## src/rtl/mem_access_sequencer_if.sv

```systemverilog
// Handshake bundle between the control unit, the sequencer and the data RAM.
// The slave modport is the sequencer's view; the master modport is the environment's.
interface mem_access_sequencer_if;
  logic        req;
  logic        rw;
  logic [1:0]  size;
  logic        sign_ext;
  logic [31:0] addr;
  logic [31:0] wdata0;
  logic [31:0] wdata1;
  logic        busy;
  logic        done;
  logic [1:0]  err_code;
  logic [31:0] rdata0;
  logic [31:0] rdata1;
  logic        mfa;
  logic        mem_rw;
  logic [1:0]  mem_size;
  logic [31:0] mem_addr;
  logic [31:0] mem_wdata;
  logic [31:0] mem_rdata;
  logic        moc;

  modport slave (
    input  req, rw, size, sign_ext, addr,
    input  wdata0, wdata1, mem_rdata, moc,
    output busy, done, err_code, rdata0, rdata1,
    output mfa, mem_rw, mem_size, mem_addr, mem_wdata
  );

  modport master (
    output req, rw, size, sign_ext, addr,
    output wdata0, wdata1, mem_rdata, moc,
    input  busy, done, err_code, rdata0, rdata1,
    input  mfa, mem_rw, mem_size, mem_addr, mem_wdata
  );
endinterface

```

## src/rtl/mem_access_sequencer.sv

```systemverilog
// Sequences one load/store request into one or two MFA/MOC RAM accesses,
// with doubleword split, load extension, misalignment and timeout reporting.
module mem_access_sequencer #(
  parameter int unsigned TIMEOUT = 15
) (
  input logic                   clk,
  input logic                   reset_n,
  mem_access_sequencer_if.slave bus
);
  typedef enum logic [2:0] {
    S_IDLE, S_ACC1, S_GAP, S_ACC2, S_DONE
  } state_t;

  localparam logic [7:0] LP_LAST = 8'(TIMEOUT - 1);

  state_t      r_state;
  state_t      w_next;
  logic        r_rw;
  logic [1:0]  r_size;
  logic        r_sext;
  logic [31:0] r_addr;
  logic [31:0] r_wdata1;
  logic [7:0]  r_cnt;
  logic [1:0]  r_err;
  logic [31:0] r_rdata0;
  logic [31:0] r_rdata1;
  logic        r_mem_rw;
  logic [1:0]  r_mem_size;
  logic [31:0] r_mem_addr;
  logic [31:0] r_mem_wdata;
  logic        w_misal;
  logic        w_acc;
  logic        w_last;
  logic        w_accept;
  logic [31:0] w_ext;

  always_comb begin
    w_misal = 1'b0;
    unique case (bus.size)
      2'b00: w_misal = 1'b0;
      2'b01: w_misal = bus.addr[0];
      2'b10: w_misal = |bus.addr[1:0];
      2'b11: w_misal = |bus.addr[2:0];
    endcase
  end

  always_comb begin
    w_ext = bus.mem_rdata;
    unique case (r_size)
      2'b00: w_ext = {{24{r_sext & bus.mem_rdata[7]}},
                      bus.mem_rdata[7:0]};
      2'b01: w_ext = {{16{r_sext & bus.mem_rdata[15]}},
                      bus.mem_rdata[15:0]};
      default: w_ext = bus.mem_rdata;
    endcase
  end

  assign w_acc    = (r_state == S_ACC1) || (r_state == S_ACC2);
  assign w_last   = (r_cnt == LP_LAST);
  assign w_accept = (r_state == S_IDLE) && bus.req;

  always_ff @(posedge clk or negedge reset_n) begin
    if (!reset_n) r_state <= S_IDLE;
    else          r_state <= w_next;
  end

  always_comb begin
    w_next = r_state;
    unique case (r_state)
      S_IDLE: if (bus.req) w_next = w_misal ? S_DONE : S_ACC1;
      S_ACC1: begin
        if (bus.moc)
          w_next = (r_size == 2'b11) ? S_GAP : S_DONE;
        else if (w_last)
          w_next = S_DONE;
      end
      S_GAP:  w_next = S_ACC2;
      S_ACC2: if (bus.moc || w_last) w_next = S_DONE;
      S_DONE: w_next = S_IDLE;
      default: w_next = S_IDLE;
    endcase
  end

  always_ff @(posedge clk or negedge reset_n) begin
    if (!reset_n) begin
      r_rw        <= 1'b0;
      r_size      <= 2'b00;
      r_sext      <= 1'b0;
      r_addr      <= '0;
      r_wdata1    <= '0;
      r_cnt       <= '0;
      r_err       <= 2'b00;
      r_rdata0    <= '0;
      r_rdata1    <= '0;
      r_mem_rw    <= 1'b0;
      r_mem_size  <= 2'b00;
      r_mem_addr  <= '0;
      r_mem_wdata <= '0;
    end else begin
      if (w_acc && !bus.moc) r_cnt <= r_cnt + 8'd1;
      else                   r_cnt <= '0;
      if (w_accept) begin
        r_rw     <= bus.rw;
        r_size   <= bus.size;
        r_sext   <= bus.sign_ext;
        r_addr   <= bus.addr;
        r_wdata1 <= bus.wdata1;
        r_err    <= w_misal ? 2'b01 : 2'b00;
        // RAM-side outputs keep their old values on a rejected request
        if (!w_misal) begin
          r_mem_addr  <= bus.addr;
          r_mem_rw    <= bus.rw;
          r_mem_size  <= (bus.size == 2'b11) ? 2'b10 : bus.size;
          r_mem_wdata <= bus.wdata0;
        end
      end
      if (r_state == S_GAP) begin
        r_mem_addr  <= r_addr + 32'd4;
        r_mem_wdata <= r_wdata1;
      end
      if (w_acc && bus.moc && r_rw) begin
        if (r_state == S_ACC1) r_rdata0 <= w_ext;
        else                   r_rdata1 <= w_ext;
      end
      if (w_acc && !bus.moc && w_last) r_err <= 2'b10;
    end
  end

  assign bus.mfa       = w_acc;
  assign bus.busy      = w_acc || (r_state == S_GAP);
  assign bus.done      = (r_state == S_DONE);
  assign bus.err_code  = bus.done ? r_err : 2'b00;
  assign bus.rdata0    = r_rdata0;
  assign bus.rdata1    = r_rdata1;
  assign bus.mem_rw    = r_mem_rw;
  assign bus.mem_size  = r_mem_size;
  assign bus.mem_addr  = r_mem_addr;
  assign bus.mem_wdata = r_mem_wdata;
endmodule

```

## src/flat_wrapper.sv

```systemverilog
// flat-port wrapper written by rule: the top's interface ports become plain ports
module mem_access_sequencer_flat 
#(
  parameter int unsigned TIMEOUT = 15
)
  (clk, reset_n, bus_req, bus_rw, bus_size, bus_sign_ext, bus_addr, bus_wdata0, bus_wdata1, bus_mem_rdata, bus_moc, bus_busy, bus_done, bus_err_code, bus_rdata0, bus_rdata1, bus_mfa, bus_mem_rw, bus_mem_size, bus_mem_addr, bus_mem_wdata);
  mem_access_sequencer_if bus_i ();
  input logic clk;
  input logic reset_n;
  input wire logic [$bits(bus_i.req)-1:0] bus_req;
  input wire logic [$bits(bus_i.rw)-1:0] bus_rw;
  input wire logic [$bits(bus_i.size)-1:0] bus_size;
  input wire logic [$bits(bus_i.sign_ext)-1:0] bus_sign_ext;
  input wire logic [$bits(bus_i.addr)-1:0] bus_addr;
  input wire logic [$bits(bus_i.wdata0)-1:0] bus_wdata0;
  input wire logic [$bits(bus_i.wdata1)-1:0] bus_wdata1;
  input wire logic [$bits(bus_i.mem_rdata)-1:0] bus_mem_rdata;
  input wire logic [$bits(bus_i.moc)-1:0] bus_moc;
  output wire logic [$bits(bus_i.busy)-1:0] bus_busy;
  output wire logic [$bits(bus_i.done)-1:0] bus_done;
  output wire logic [$bits(bus_i.err_code)-1:0] bus_err_code;
  output wire logic [$bits(bus_i.rdata0)-1:0] bus_rdata0;
  output wire logic [$bits(bus_i.rdata1)-1:0] bus_rdata1;
  output wire logic [$bits(bus_i.mfa)-1:0] bus_mfa;
  output wire logic [$bits(bus_i.mem_rw)-1:0] bus_mem_rw;
  output wire logic [$bits(bus_i.mem_size)-1:0] bus_mem_size;
  output wire logic [$bits(bus_i.mem_addr)-1:0] bus_mem_addr;
  output wire logic [$bits(bus_i.mem_wdata)-1:0] bus_mem_wdata;
  assign bus_i.req = bus_req;
  assign bus_i.rw = bus_rw;
  assign bus_i.size = bus_size;
  assign bus_i.sign_ext = bus_sign_ext;
  assign bus_i.addr = bus_addr;
  assign bus_i.wdata0 = bus_wdata0;
  assign bus_i.wdata1 = bus_wdata1;
  assign bus_i.mem_rdata = bus_mem_rdata;
  assign bus_i.moc = bus_moc;
  assign bus_busy = bus_i.busy;
  assign bus_done = bus_i.done;
  assign bus_err_code = bus_i.err_code;
  assign bus_rdata0 = bus_i.rdata0;
  assign bus_rdata1 = bus_i.rdata1;
  assign bus_mfa = bus_i.mfa;
  assign bus_mem_rw = bus_i.mem_rw;
  assign bus_mem_size = bus_i.mem_size;
  assign bus_mem_addr = bus_i.mem_addr;
  assign bus_mem_wdata = bus_i.mem_wdata;
  mem_access_sequencer #(.TIMEOUT(TIMEOUT)) u_core (.clk(clk), .reset_n(reset_n), .bus(bus_i));
endmodule
```

## config.mk

```make
export PLATFORM = sky130hd
export DESIGN_NAME = mem_access_sequencer_flat
export DESIGN_NICKNAME = d
export VERILOG_FILES = /design/src/rtl/mem_access_sequencer_if.sv /design/src/rtl/mem_access_sequencer.sv /design/src/flat_wrapper.sv
export SDC_FILE = /design/constraint.sdc
export NUM_CORES = 1
export LEC_CHECK = 0
export CAP_MARGIN = 15
export CORE_UTILIZATION = 47
export DETAILED_ROUTE_END_ITERATION = 12
export MAX_ROUTING_LAYER = met4
export PLACE_DENSITY = 0.84
export SETUP_SLACK_MARGIN = 0.5
export SYNTH_ARGS = -nofsm -noshare
export SYNTH_HDL_FRONTEND = slang
export SYNTH_SLANG_ARGS = --single-unit
```

## constraint.sdc

```tcl
create_clock -name clk -period 2.3 [get_ports clk]
set_input_delay 0.23 -clock clk [delete_from_list [all_inputs] [get_ports clk]]
set_output_delay 0.23 -clock clk [all_outputs]
set_load 0.02 [all_outputs]
```

==> impl_metrics.env, run 1 <==
export IMPL_status="finished, final reports clean"
export IMPL_gr_usage_all_layers_pct=27.1
export IMPL_place_inst=1462
export IMPL_worstPathMaxFanout=5
export IMPL_yosysWarnings=0
export IMPL_synth_top_cell_area_share_pct=58.5
export IMPL_yosys_top_cells_area="dfrtp_1 59%, nand2_1 10%, nor2_1 4.8%, o21ai_0 3.0%, a21oi_1 2.5%"
export IMPL_crit_slowest_cell="dfrtp_2"
export IMPL_tightest_slew_ns=0.497
export IMPL_syn_area_sq_um=9070
export IMPL_relSlewSlack_pct=66.9
export IMPL_setup_viol=0
export IMPL_io_pins=272
export IMPL_crit_buf_inv=2
export IMPL_synthesis_nets=1096
export IMPL_holdPathEnd="u_core.r_sext"
export IMPL_vdd_drop_max_mv=0.780
export IMPL_timing_hold_violations_final=0
export IMPL_layout_nets=1376
export IMPL_p_leak_nw=5.81
export IMPL_die_area_sq_um=19900
export IMPL_routedWlPerCell_um=17.3
export IMPL_hp_class="input port to flip-flop"
export IMPL_cp_cell_sequence="buf_4 > nor2_1 > dlygate4sd2_1"
export IMPL_min_delay_start="bus_sign_ext"
export IMPL_netlist_instances=957
export IMPL_numPortBuffers=271
export IMPL_cts_max_path_buffers=3
export IMPL_n_fill_cell=1378
export IMPL_ant_nets=0
export IMPL_drv_slew=0
export IMPL_start_util_pct=48.2
export IMPL_path_class="flip-flop to primary output"
export IMPL_clock_latency_ns=0.50
export IMPL_yosysTopAreaCell="dfrtp_1"
export IMPL_ys_ff_latch=212
export IMPL_num_vias=8078
export IMPL_clock_skew_ns=0.0135
export IMPL_coreArea_sq_um=18800
export IMPL_post_route_util_pct=69.8
export IMPL_reg2reg_depth=7
export IMPL_rows=50
export IMPL_tritoncts="done"
export IMPL_synth_edf_count=0
export IMPL_cts_buffers=22
export IMPL_root_buffer="clkbuf_16"
export IMPL_path_clk_slew_ns=0.06
export IMPL_end_kind="primary output"
export IMPL_synthTopCellsByCount="252 x nand2_1, 212 x dfrtp_1, 117 x nor2_1, 54 x o21ai_0, 45 x a21oi_1"
export IMPL_hold_depth=3
export IMPL_crit_path_start_kind="flip-flop"
export IMPL_p_per_area_nw_per_um2=1330
export IMPL_syn_to_final_growth_pct=44.9
export IMPL_fmax_mhz=562
export IMPL_routed_via_density=5.34
export IMPL_synthDistinctLibCells=49
export IMPL_crit_family="buffers and inverters"
export IMPL_yosysSeqAreaShare_pct=58.5
export IMPL_chipWidth_um=141
export IMPL_fin_crit_sh_pct=77.3
export IMPL_drt_first_iter_violations=447
export IMPL_maxCapViolations=0
export IMPL_grt_pass1_vias=8035
export IMPL_required_ns=2.07
export IMPL_syn_avg_cell_area_sq_um=9.47
export IMPL_cts_htree_levels=1
export IMPL_first_pass_iters=5
export IMPL_r2r_start="u_core.r_addr[2]"
export IMPL_fin_crit_ns=1.78
export IMPL_rsz0062_at_grt="true"
export IMPL_synth_most_common_cell="nand2_1"
export IMPL_grt_ovfl_total=0
export IMPL_place_hpwl_mm=18.1
export IMPL_grt_pass1_wl_mm=41.1
export IMPL_cts_sinks=212
export IMPL_arrival_ns=1.55
export IMPL_wl_mm=26.2
export IMPL_instances_no_fill=1513
export IMPL_setup_tns_ns=0
export IMPL_die_h_um=141
export IMPL_r2r_end="u_core.bus.mem_addr[15]"
export IMPL_max_stage_delay_ns=0.46
export IMPL_drc=0
export IMPL_rrSetupSlack_ns=0.55
export IMPL_antenna_found_initial=0
export IMPL_ys_flop_type="dfrtp_1"
export IMPL_drive_above_1_share_pct=9.98
export IMPL_power_mw=17.4
export IMPL_async_reset_ff_share_pct=100
export IMPL_gp_congestion=0.818
export IMPL_grt_start_max_net_pins=58
==> sequential cells by signal, indices dropped and copies added, names as in the netlist <==
register and count:
u_core.bus.mem_addr 32, u_core.bus.mem_wdata 32, u_core.bus.rdata0 32, u_core.bus.rdata1 32, u_core.r_addr 32, u_core.r_wdata1 32
u_core.r_cnt 8, u_core.r_state 3, u_core.bus.mem_size 2, u_core.r_err 2, u_core.r_size 2, u_core.bus.mem_rw 1
u_core.r_rw 1, u_core.r_sext 1
==> power by group <==
part	switching, mW	total (mW)	internal, mW
Clock	1.47	3.65	2.18
Combinational	3.99	7.32	3.33
Sequential	1.17	6.48	5.31
Total	6.63	17.4	10.8
==> layout make-up <==
class,count,area [sq um],area share [%]
well taps,260,325,2.48
inverters,8,30.0,0.229
repair buffers,314,3160,24.1
multi-input cells,679,3550,27.0
clock inverters,10,114,0.867
flip-flops and latches,212,5310,40.4
diodes,1,2.50,0.0190
clock buffers,29,638,4.86
==> what timing repair did <==
action,4_1_cts,5_1_grt
hold buffers,1,0
gates resized for setup,20,15
endpoints found under the setup margin,117,125
pin swaps,1,4
buffers inserted,3,7
endpoints found under the hold margin,52,0
==> layer usage <==
metal | track usage (%) | vias to the layer above | share of wire (%) | wire length (um)
li1 | - | 3777 | - | -
met1 | 33.4 | 3885 | 40 | 10500
met2 | 45.1 | 352 | 49 | 13000
met3 | 4.21 | 64 | 7.1 | 1870
met4 | 10.6 | 0 | 3.5 | 931
met5 | - | - | 0 | 0
==> worst max-delay path by stage <==
stage                      start                      end  slack (ns)  cells after the start
4_1_cts        u_core.r_state[0]          bus_err_code[1]        0.41                      3
6_report       u_core.r_state[2]                 bus_busy        0.52                      3
3_3_place_gp         bus_size[0]  u_core.bus.mem_addr[11]        0.15                      8
3_5_place_dp         bus_size[0]  u_core.bus.mem_addr[12]        0.11                      8
2_1_floorplan  u_core.r_state[0]     u_core.bus.rdata1[6]        0.51                      5
5_1_grt         u_core.r_addr[4]  u_core.bus.mem_addr[15]        0.41                      6
==> worst register-to-register path, cell delays in order, from the launching register on <==
cell and delay (ns):
dfrtp_1 0.40, buf_4 0.15, nand4_1 0.11, buf_4 0.19
nor4_1 0.32, nand3_1 0.17, xor2_1 0.19, o21ai_0 0.09
==> through the flow <==
| stage | setup WS (ns) | area (sq um) | hold slack (ns) |
|---|---|---|---|
| after floorplan | 0.512 | 9070 | -0.0656 |
| after global placement | 0.149 | 12200 | 0.232 |
| after detailed placement | 0.107 | 12200 | 0.232 |
| after CTS | 0.412 | 13000 | 0.241 |
| after global routing | 0.408 | 13100 | 0.254 |
| final | 0.521 | 13100 | 0.254 |
==> cells in the final DEF, fill, tap and decap left out, types with 9 or more instances in the layout <==
master,synthesis,layout
a31oi_1,10,10
and2_1,10,11
dfrtp_1,212,206
nor3b_1,11,9
mux2_2,16,16
o21ai_0,54,54
xor2_1,22,22
a21oi_1,45,45
nand2_1,252,251
clkdlybuf4s50_1,0,263
buf_12,0,10
nor2_1,117,113
xnor2_1,12,12
clkbuf_16,0,23
o21ai_1,9,9
buf_4,0,31
o22ai_1,34,34
nand4_1,10,10
nand3_1,19,18
==> cells by family after synthesis <==
logic type / after synthesis / synth area share (%)
AOI/OAI and AO/OA: 171 / 10.8
muxes: 21 / 2.54
xor gates and xnor gates: 34 / 3.28
adders and majority gates: 3 / 0.414
buffers and inverters: 66 / 3.05
DFF: 212 / 58.5
and+or+nand+nor: 450 / 21.4
Note: power is estimated with default switching activity, not from simulation.
==> run 2, diff against run 1 <==
==> constraint.sdc (replaced) <==
create_clock -name clk -period 1.7 [get_ports clk]
set_input_delay 0.17 -clock clk [delete_from_list [all_inputs] [get_ports clk]]
set_output_delay 0.17 -clock clk [all_outputs]
set_load 0.02 [all_outputs]
==> run 2 against run 1 <==
The flow now finishes with violations (setup timing); die area is the same; utilization grew 14 points; clock power grew 45%; critical endpoint is now u_core.bus.mem_addr[12]; largest power group unchanged.
==> impl_metrics.env, run 2 (synthesis gave the netlist of run 1 again) <==
export IMPL_status="finished, violations left"
export IMPL_violations="setup timing"
export IMPL_ant_nets=0
export IMPL_setup_tns_ns=-0.549
export IMPL_layout_nets=1503
export IMPL_fin_ws_ns=-0.0664
export IMPL_die_h_um=141
export IMPL_coreArea_sq_um=18800
export IMPL_cts_sinks=212
export IMPL_p_int_mw=17.4
export IMPL_maxCapViolations=0
export IMPL_clkPwrFrac_pct=18.1
export IMPL_numPortBuffers=271
export IMPL_drt_first_iter_violations=803
export IMPL_die_area_sq_um=19900
export IMPL_vdd_drop_max_mv=1.20
export IMPL_end_kind="flip-flop"
export IMPL_tightest_slew_ns=0.529
export IMPL_routedWlPerCell_um=23.5
export IMPL_cts_buffers=23
export IMPL_holdPathEnd="u_core.r_wdata1[4]"
export IMPL_swShare_pct=40.5
export IMPL_clock_skew_ns=0.0116
export IMPL_fmax_mhz=566
export IMPL_relSlewSlack_pct=64.7
export IMPL_num_vias=9686
export IMPL_path_class="flip-flop to flip-flop"
export IMPL_chipWidth_um=141
export IMPL_timing_hold_violations_final=0
export IMPL_place_hpwl_mm=18.7
export IMPL_final_common_cell="dfrtp_1"
export IMPL_clock_latency_ns=0.51
export IMPL_wl_mm=38.5
export IMPL_gp_congestion=0.848
export IMPL_crit_path_start_kind="flip-flop"
export IMPL_worstPathMaxFanout=5
export IMPL_cts_max_path_buffers=3
export IMPL_p_leak_nw=7.17
export IMPL_grt_ovfl_total=0
export IMPL_reg2reg_depth=8
export IMPL_io_pins=272
export IMPL_min_delay_start="bus_wdata1[4]"
export IMPL_cts_htree_levels=1
export IMPL_holdWs_ns=0.199
export IMPL_arrival_ns=2.14
export IMPL_fin_crit_sh_pct=104
export IMPL_grt_start_max_net_pins=58
export IMPL_rsz0062_at_grt="true"
export IMPL_routed_via_density=5.91
export IMPL_syn_to_final_growth_pct=74.0
export IMPL_drive_above_1_share_pct=38.8
export IMPL_fin_crit_ns=1.77
export IMPL_rows=50
export IMPL_root_buffer="clkbuf_16"
export IMPL_setup_viol=24
export IMPL_hp_class="input port to flip-flop"
export IMPL_r2r_start="u_core.r_state[2]"
export IMPL_drv_slew=0
export IMPL_p_per_area_nw_per_um2=1850
export IMPL_first_pass_iters=5
export IMPL_drc=0
export IMPL_rrSetupSlack_ns=-0.07
export IMPL_start_util_pct=48.2
export IMPL_power_frac_seq_pct=32.3
export IMPL_num_antenna_cells=0
export IMPL_antenna_found_initial=0
export IMPL_power_frac_comb_pct=49.6
export IMPL_r2r_end="u_core.bus.mem_addr[12]"
export IMPL_required_ns=2.07
export IMPL_tritoncts="done"
export IMPL_grt_pass1_vias=8568
export IMPL_hold_depth=3
export IMPL_grt_pass1_wl_mm=44.6
export IMPL_final_cell_mix="207 x dfrtp_1, 179 x nand2_1, 144 x buf_6, 143 x clkdlybuf4s50_1"
export IMPL_gr_usage_all_layers_pct=29.7
export IMPL_p_sw_mw=11.9
export IMPL_path_clk_slew_ns=0.07
-- run 2: power by group through the flow --
| stage | clock, mW | combinational, mW | sequential, mW |
|---|---|---|---|
| floorplan | 0 | 4.32 | 10.0 |
| global placement | 0 | 10.2 | 8.61 |
| detailed placement | 0 | 10.4 | 8.69 |
| CTS | 5.24 | 11.5 | 8.80 |
| global route | 5.52 | 15.2 | 9.59 |
| finish | 5.29 | 14.5 | 9.46 |
-- run 2: through the flow --
stage	util [%]	worst slack, ns	total power, mW	instance area, sq um	cells
finish	83.8	-0.0664	29.3	15800	1640
global route	83.8	-0.143	30.3	15800	1640
CTS	74.9	0.0295	25.6	14100	1580
detailed placement	67.0	-0.375	19.1	12600	1493
global placement	67.0	-0.270	18.8	12600	1493
floorplan	-	0.167	14.3	9430	957
-- run 2: critical path: stages (launching register included) --
cell      delay, ns
dfrtp_2        0.43
nor2_4         0.16
o211ai_1       0.17
buf_4          0.21
buf_6          0.12
and2_4         0.17
buf_6          0.13
a32oi_1        0.15
o21ai_1        0.10
-- run 2: cell type report --
type	instances	area [sq um]
inverter	8	30.0
sequential	212	5310
multi-input combinational	679	4450
fill	885	3050
timing repair buffer	440	4880
tap	260	325
clock buffer	32	659
clock inverter	9	125
-- run 2: layer usage --
metal	vias to the layer above	global-route usage, %	part of all wire [%]	routed length, um
met5	-	-	0	0
met2	766	49.0	49	18900
met1	4693	37.1	35	13400
met3	190	4.72	10	3960
li1	4037	-	-	-
met4	0	11.3	5.9	2260
-- run 2: repair_timing --
item                                   in CTS  in global routing
hold buffers                                1                  0
pin swaps                                  19                 36
cloned                                      5                 29
resized for setup                         556                398
setup buffers                              40                 31
setup endpoints to repair                 348                348
endpoints found under the hold margin      50                  0
-- run 2: worst max-delay path by stage --
stage | slack (ns) | end | cells past startpoint | from
after global placement | -0.27 | u_core.bus.mem_wdata[30] | 7 | bus_size[1]
after CTS | 0.03 | u_core.bus.mem_addr[12] | 8 | u_core.r_state[0]
final | -0.07 | u_core.bus.mem_addr[12] | 8 | u_core.r_state[2]
after global routing | -0.14 | u_core.bus.mem_addr[23] | 7 | u_core.r_addr[8]
after detailed placement | -0.37 | u_core.bus.mem_addr[20] | 8 | bus_size[0]
after floorplan | 0.17 | u_core.bus.mem_addr[26] | 6 | u_core.r_addr[2]
